[src/rtl/rca_pkg.sv]
// rca_pkg: shared defaults, stage-count helper and configuration check for the pipelined adder.
`default_nettype none

package rca_pkg;

  localparam int N_DEFAULT   = 32;
  localparam int SEG_DEFAULT = 8;

  function automatic int stages(input int n, input int seg);
    return (seg > 0) ? (n / seg) : 1;
  endfunction

  function automatic bit cfg_ok(input int n, input int seg);
    return (seg >= 1) && (n >= seg) && ((n % seg) == 0);
  endfunction

endpackage

`default_nettype wire

[src/rtl/rca_nbits.sv]
// rca_nbits: combinational N-bit ripple-carry adder built from full-adder cells.
`default_nettype none

module rca_nbits #(
  parameter int N = 8
) (
  input  logic [N-1:0] a,
  input  logic [N-1:0] b,
  input  logic         cin,
  output logic [N-1:0] sum,
  output logic         cout
);

  logic [N:0] w_c;

  assign w_c[0] = cin;

  genvar i;
  for (i = 0; i < N; i++) begin : g_bit
    assign sum[i]   = a[i] ^ b[i] ^ w_c[i];
    assign w_c[i+1] = (a[i] & b[i]) | (w_c[i] & (a[i] ^ b[i]));
  end

  assign cout = w_c[N];

endmodule

`default_nettype wire

[src/rtl/rca_pipelined.sv]
// rca_pipelined: N-bit adder/subtractor split into SEG-bit ripple segments, one register stage
// per segment, with a global-stall valid/ready handshake.
`default_nettype none

module rca_pipelined
  import rca_pkg::*;
#(
  parameter int N   = N_DEFAULT,
  parameter int SEG = SEG_DEFAULT
) (
  input  logic         clk,
  input  logic         rst,
  input  logic         in_valid,
  output logic         in_ready,
  input  logic [N-1:0] x,
  input  logic [N-1:0] y,
  input  logic         C_in,
  input  logic         sub,
  output logic         out_valid,
  input  logic         out_ready,
  output logic [N-1:0] s,
  output logic         C_out,
  output logic         ovf
);

  localparam int STAGES = stages(N, SEG);

  if (!cfg_ok(N, SEG)) begin : g_cfg_err
    $error("rca_pipelined: N must be a non-zero multiple of SEG");
  end

  logic         w_advance;
  logic [N-1:0] w_yb_in;
  logic         w_cin_in;

  // Whole pipeline moves or holds together, so in_ready is one gate from out_ready.
  assign w_advance = !out_valid || out_ready;
  assign in_ready  = w_advance;

  assign w_yb_in  = sub ? ~y : y;
  assign w_cin_in = sub | C_in;

  genvar k;
  for (k = 0; k < STAGES; k++) begin : g_stage
    // SW: width of the operand bits not yet consumed when this stage adds.
    localparam int SW = (STAGES - k) * SEG;

    logic [SW-1:0]          w_src_x;
    logic [SW-1:0]          w_src_yb;
    logic                   w_src_c;
    logic                   w_src_v;
    logic [SEG-1:0]         w_sum;
    logic                   w_cout;
    logic [(k+1)*SEG-1:0]   w_res_next;

    logic                   r_v;
    logic                   r_c;
    logic [(k+1)*SEG-1:0]   r_res;

    if (k == 0) begin : g_src
      assign w_src_x    = x;
      assign w_src_yb   = w_yb_in;
      assign w_src_c    = w_cin_in;
      assign w_src_v    = in_valid;
      assign w_res_next = w_sum;
    end else begin : g_src
      assign w_src_x    = g_stage[k-1].g_fwd.r_x;
      assign w_src_yb   = g_stage[k-1].g_fwd.r_yb;
      assign w_src_c    = g_stage[k-1].r_c;
      assign w_src_v    = g_stage[k-1].r_v;
      assign w_res_next = {w_sum, g_stage[k-1].r_res};
    end

    rca_nbits #(
      .N(SEG)
    ) u_rca (
      .a    (w_src_x[SEG-1:0]),
      .b    (w_src_yb[SEG-1:0]),
      .cin  (w_src_c),
      .sum  (w_sum),
      .cout (w_cout)
    );

    always_ff @(posedge clk or posedge rst) begin
      if (rst) begin
        r_v   <= 1'b0;
        r_c   <= 1'b0;
        r_res <= '0;
      end else if (w_advance) begin
        r_v   <= w_src_v;
        r_c   <= w_cout;
        r_res <= w_res_next;
      end
    end

    if (k < STAGES - 1) begin : g_fwd
      logic [SW-SEG-1:0] r_x;
      logic [SW-SEG-1:0] r_yb;

      always_ff @(posedge clk or posedge rst) begin
        if (rst) begin
          r_x  <= '0;
          r_yb <= '0;
        end else if (w_advance) begin
          r_x  <= w_src_x[SW-1:SEG];
          r_yb <= w_src_yb[SW-1:SEG];
        end
      end
    end

    if (k == STAGES - 1) begin : g_last
      logic r_ovf;

      // Carry into the MSB is recovered from the MSB sum bit rather than tapping the ripple chain.
      always_ff @(posedge clk or posedge rst) begin
        if (rst) begin
          r_ovf <= 1'b0;
        end else if (w_advance) begin
          r_ovf <= w_cout ^ (w_src_x[SEG-1] ^ w_src_yb[SEG-1] ^ w_sum[SEG-1]);
        end
      end
    end
  end

  assign out_valid = g_stage[STAGES-1].r_v;
  assign s         = g_stage[STAGES-1].r_res;
  assign C_out     = g_stage[STAGES-1].r_c;
  assign ovf       = g_stage[STAGES-1].g_last.r_ovf;

endmodule

`default_nettype wire
[config.mk]
export PLATFORM = sky130hd
export DESIGN_NAME = rca_pipelined
export DESIGN_NICKNAME = d
export VERILOG_FILES = /design/src/rtl/rca_pkg.sv /design/src/rtl/rca_nbits.sv /design/src/rtl/rca_pipelined.sv
export SDC_FILE = /design/constraint.sdc
export NUM_CORES = 1
export LEC_CHECK = 0
export ABC_AREA = 1
export CAP_MARGIN = 20
export CORE_MARGIN = 2
export CORE_UTILIZATION = 50
export DETAILED_ROUTE_END_ITERATION = 10
export HOLD_SLACK_MARGIN = 0.12
export PLACE_DENSITY_LB_ADDON = 0.1
export SYNTH_ARGS = -nofsm -noshare
export SYNTH_HDL_FRONTEND = slang
export SYNTH_SLANG_ARGS = --single-unit
[constraint.sdc]
create_clock -name clk -period 5.5 [get_ports clk]
set_input_delay 0.825 -clock clk [delete_from_list [all_inputs] [get_ports clk]]
set_output_delay 0.825 -clock clk [all_outputs]
set_load 0.05 [all_outputs]
==> out/qor.csv, run 1 <==
metric,value,unit
area_growth,21.27,%
drt_iter0_drc,347,
ctsResizeCount,0,
intPower,3.472,mW
ys_warn_count,0,
overflow,0,
ctsLongestPathBuffers,2,
hold_buffers,0,
synthesis.area,0.007943,mm^2
setup_viol,0,
synth_cells,805,
die_height,130.0,um
clock_skew,0.006346,ns
synth_cell_types,19,
worst_pin_slew,1.091,ns
antenna_found_initial,0,
ioPinCount,106,
routed_wl,14.14,mm
p_switching,2.166,mW
wl_per_cell,12.64,um
grt.total_usage,18.72,%
p_comb_share,37.8,%
synth_edf_count,0,
netlist.area_leader.share,58.29,%
cts_tree,done,
synth_top_area_cell,dfrtp_1,
htreeDepth,4,
n_antenna_cell,0,
critPathLaunchType,input pin,
slew_viol_final,0,
hold_path_class,reg2reg,
power_density,585.3,mW/mm^2
postCtsSetupBuffers,0,
finalCriticalPeriod,4.242,ns
rows,46,
drt_pass1_iterations,5,
port_buffers,105,
finalHoldViolations,0,
final_cells,1119,
cp_max_fo,1,
grt_max_degree,186,
yosysSeqAreaShare,58.29,%
maxCapViolations,0,
insertion_delay,0.42,ns
pwr-share-seq,40.2,%
grt_pass1_vias,5432,
max_slew_margin,27.26,%
die_w,130.0,um
cts_buffers,17,
cp_data_arrival_time,4.52,ns
core,0.01571,mm^2
postRouteAntennaNets,0,
numPlacedInstances,1087,
fillerInstances,1292,
fin_tns_setup,0,ns
vias_per_cell,4.753,
syn_nets,908,
ys_ff_latch,185,
yosysMostFrequentCell,nand2_1,
path_clk_slew,0.06,ns
cts.sinks,185,
final_util,61.30,%
drive_above_1_share,4.540,%
peakVddDrop,0.3162,mV
drc,0,
dp_hpwl,8.898,mm
p_leak,4.557,nW
avgSynthCellArea,9.867,um^2
synth_common_cells,"nand2_1 (300), dfrtp_1 (185), o21ai_0 (77)",
nets,993,
period_share,77.13,%
synthArstFlopShare,100.0,%
timing.fmax,0.2357,GHz
critical_path_class,in2reg,
status,completed,
start_util,50.55,%
dr_total_vias,5319,
die-area,0.01691,mm^2
sw_frac_of_total,38.42,%
place.gp.congestion,0.7823,
worst_setup_path_end_kind,flop,
rsz0062_at_grt,no,
worst-endpoint-required,5.77,ns
synthTopCellsByArea,"dfrtp_1 (58%), nand2_1 (14%), fa_1 (8.1%)",
cts-root-buf,clkbuf_16,
grt_pass1_wl,24.83,mm
synth_ff_type,dfrtp_1,
pwr-share-clk,22.0,%
critical path, cell delays in order:
cell and delay, ns:
clkdlybuf4s50_1 0.48, xor2_1 0.18, fa_1 0.23, fa_1 0.17
inv_1 0.05, fa_1 0.41, fa_1 0.39, fa_1 0.39
fa_1 0.39, fa_1 0.36, inv_1 0.08, fa_1 0.40
nand2_1 0.07, o21ai_0 0.08
cells by family after synthesis:
family                   share of synthesized area, %
AO/OA/AOI/OAI                                   8.128
adder cells (fa/ha/maj)                         8.223
XOR/XNOR                                        3.529
buffers and inverters                           7.231
AND/OR/NAND/NOR                                 14.60
flip-flops                                      58.29
sequential cells by signal, indices dropped and copies added, names as in the netlist:
signal              cells
g_stage.g_fwd.r_yb     48
ovf                     1
g_stage.r_v             3
g_stage.g_fwd.r_x      48
g_stage.r_c             3
g_stage.r_res          48
s                      32
out_valid               1
C_out                   1
routing by layer:
layer | share of wire, % | GRT usage [%] | vias up
li1 | - | - | 2624
met1 | 45 | 24.09 | 2571
met2 | 49 | 31.54 | 106
met3 | 3.9 | 4.059 | 18
met4 | 1.4 | 6.831 | 0
met5 | 0 | 0 | -
power by group through the flow:
stage / Clock (mW) / Sequential, mW / Combinational [mW]
after detailed placement: 0 / 2.30 / 2.15
after global routing: 1.32 / 2.35 / 2.44
after global placement: 0 / 2.27 / 2.09
final: 1.24 / 2.27 / 2.13
after CTS: 1.26 / 2.28 / 2.17
after floorplan: 0 / 2.67 / 1.18
cell usage in the layout (no fill, tap or decap), types with 2 or more instances in the layout:
master / count
clkinvlp_4: 4
buf_4: 4
fa_1: 32
bufinv_16: 3
o21ai_1: 51
xor2_1: 3
clkinv_2: 3
nand2_1: 300
clkbuf_16: 17
nor2_1: 3
clkdlybuf4s50_1: 104
dfrtp_1: 185
clkbuf_1: 2
clkbuf_8: 2
inv_1: 73
xnor2_1: 29
o21ai_0: 77
final timing paths:
check / startpoint / end / slack, ns / depth (start not counted)
max in group asynchronous: rst / g_stage[2].r_res[23] / 3.67 / 3
max reg2reg: g_stage[2].r_c / ovf / 1.50 / 16
min: g_stage[2].r_v / out_valid / 0.46 / 2
max: y[0] / g_stage[0].r_res[7] / 1.26 / 14
min reg2reg: g_stage[2].r_v / out_valid / 0.46 / 2
min in group asynchronous: rst / s[0] / 0.94 / 3
layout make-up:
cell class | count | area (um^2) | area share (%)
clock buffer | 21 | 460.4 | 4.780
clock inverter | 11 | 145.1 | 1.507
tap | 216 | 270.3 | 2.806
sequential | 185 | 4629 | 48.06
multi-input combinational | 500 | 2739 | 28.44
timing repair buffer | 110 | 1096 | 11.38
inverter | 76 | 291.5 | 3.027
per-stage QoR:
stage	power, mW	hold slack [ns]	setup slack (ns)	cell area [um^2]
after floorplan	3.849	0.4227	1.114	7946
after global routing	6.113	0.4768	1.085	9632
after CTS	5.709	0.4558	1.252	9632
after global placement	4.366	0.4357	0.8782	9026
after detailed placement	4.448	0.4441	0.8176	9026
final	5.638	0.4564	1.258	9632
Power figures use the tool's default switching activity.
==> inputs of run 2 (changes only) <==
- clock period: 5.5 -> 3.5 ns (I/O delays scaled with it)
==> run 2 against run 1 <==
The flow now finishes with violations (setup timing). Clock-buffer cell count grew 6. Utilization grew 1.1 points. Largest cell class unchanged. Setup slack lost 1.5 ns. Cell count grew 0.27%. First-iteration DRC count grew 0.58%. Clock skew is essentially flat. Worst hold slack lost 0.0057 ns. Sequential cell count is the same. Register-to-register slack lost 1.8 ns. Global-route usage grew 0.27 points.
==> out/qor.csv, run 2 (synthesis gave the netlist of run 1 again) <==
metric,value,unit
status,finished with violations,
violations,setup timing,
htreeDepth,4,
wl_per_cell,12.92,um
cp_slowest_cell,fa_2,
cts-root-buf,clkbuf_16,
start_util,50.55,%
core,0.01571,mm^2
critPathLaunchType,flop,
slew_viol_final,0,
die-area,0.01691,mm^2
final_common_cell,nand2_1,
min-delay-start,g_stage[2].r_v,
peakVddDrop,0.5297,mV
post-place-ws,-0.7508,ns
cp_max_fo,4,
min_to,out_valid,
die_w,130.0,um
antenna_found_initial,0,
largestRegisters,"g_stage.g_fwd.r_x x48, g_stage.g_fwd.r_yb x48, g_stage.r_res x48",
numPlacedInstances,1088,
max_slew_margin,42.47,%
dr_total_vias,5359,
drt_iter0_drc,349,
cts_buffers,17,
ioPinCount,106,
timing.final.ws_setup,-0.2807,ns
cts.sinks,185,
place.gp.congestion,0.7691,
die_height,130.0,um
grt_pass1_vias,5390,
grt_max_degree,211,
r2r_end,ovf,
hold_path_class,reg2reg,
insertion_delay,0.42,ns
routed_wl,14.49,mm
final_cell_mix,"nand2_1 (300), dfrtp_1 (185), clkdlybuf4s50_1 (100)",
ctsLongestPathBuffers,2,
worstHoldPathCells,2,
cp_cell_sequence,fa_2 > fa_2 > fa_2 > fa_2 > fa_2 > inv_2 > fa_2 > inv_2 > fa_2 > inv_2 > fa_2 > nand2_1 > nand2_1 > nand2_1 > nand3_1,
vias_per_cell,4.776,
area_growth,23.44,%
p_leak,4.575,nW
fillerInstances,1326,
power_density,927.1,mW/mm^2
worst_pin_slew,0.8629,ns
final_cells,1122,
nets,996,
grt_pass1_wl,25.24,mm
drive_above_1_share,9.051,%
n_antenna_cell,0,
port_buffers,105,
rows,46,
rsz0062_at_grt,yes,
worst-endpoint-required,3.80,ns
hold_buffers,0,
cp_data_arrival_time,4.08,ns
finalCriticalPeriod,3.781,ns
reg2reg_slack,-0.28,ns
postRouteAntennaNets,0,
path_common_cell,fa_2,
path_clk_slew,0.06,ns
grt.total_usage,18.98,%
maxCapViolations,0,
cpPeakStageDelay,0.46,ns
dp_hpwl,8.894,mm
finalHoldViolations,0,
finalPower,9.090,mW
final_util,62.40,%
overflow,0,
cts_tree,done,
placed_area,0.009111,mm^2
timing.fmax,0.2645,GHz
drt_pass1_iterations,4,
setup_viol,2,
period_share,108.0,%
r2r_cells,15,
hold_ws,0.4507,ns
reg2reg_from,g_stage[2].r_c,
fin_tns_setup,-0.3221,ns
design_area,0.009804,mm^2
critical_path_class,reg2reg,
clock_skew,0.006692,ns
drc,0,
worst_setup_path_end_kind,flop,
run 2: changes by cell type in the layout (fill, tap and decap cells not counted), sizes merged:
cell	previous run	this run
buf	6	10
clkdlybuf4s50	104	100
clkinv	4	1
clkbuf	21	27
clkinvlp	4	2
dlygate4sd2	0	3
inv	76	75
run 2: final cells by class:
class	count	area, um^2	area share (%)
well taps	216	270.3	2.757
clock inverters	5	106.4	1.085
inverters	76	291.5	2.973
flip-flops and latches	185	4629	47.22
repair buffers	113	1157	11.80
clock buffers	27	523.0	5.334
multi-input cells	500	2826	28.83
run 2: report_power, final:
group / switching (mW) / internal [mW]
registers: 0.500 / 3.09
clock network: 0.766 / 1.24
logic: 2.19 / 1.30
run 2: timing repair:
action	CTS	global route
endpoints found under the hold margin	0	0
setup buffers	1	1
pin swaps	21	15
gates resized for setup	30	9
setup endpoints to repair	6	8
run 2: how the worst max path moves through the flow:
stage                         from                   to  slack (ns)
finish              g_stage[2].r_c                  ovf       -0.28
global route        g_stage[2].r_c                  ovf       -0.42
CTS                 g_stage[2].r_c                  ovf       -0.26
detailed placement            y[0]  g_stage[0].r_res[7]       -0.75
global placement              y[0]  g_stage[0].r_res[7]       -0.68
floorplan                      sub  g_stage[0].r_res[7]       -0.33
run 2: worst max-delay path: cells and delay by family (launching register included):
kind	cells	cell delay, ns
and+or+nand+nor	4	0.32
adders and majority gates	8	2.76
buffers and inverters	3	0.17
DFF	1	0.40
run 2: metal layers:
layer | part of all wire [%] | GRT usage [%]
met1 | 45 | 26.19
met2 | 50 | 30.18
met3 | 3.3 | 4.018
met4 | 1.7 | 6.831
met5 | 0 | 0
==> inputs of run 3 (changes only) <==
- CAP_MARGIN: 20 -> unset
==> results of run 3 <==
No change in the layout: final DEF, timing and power equal those of run 2.
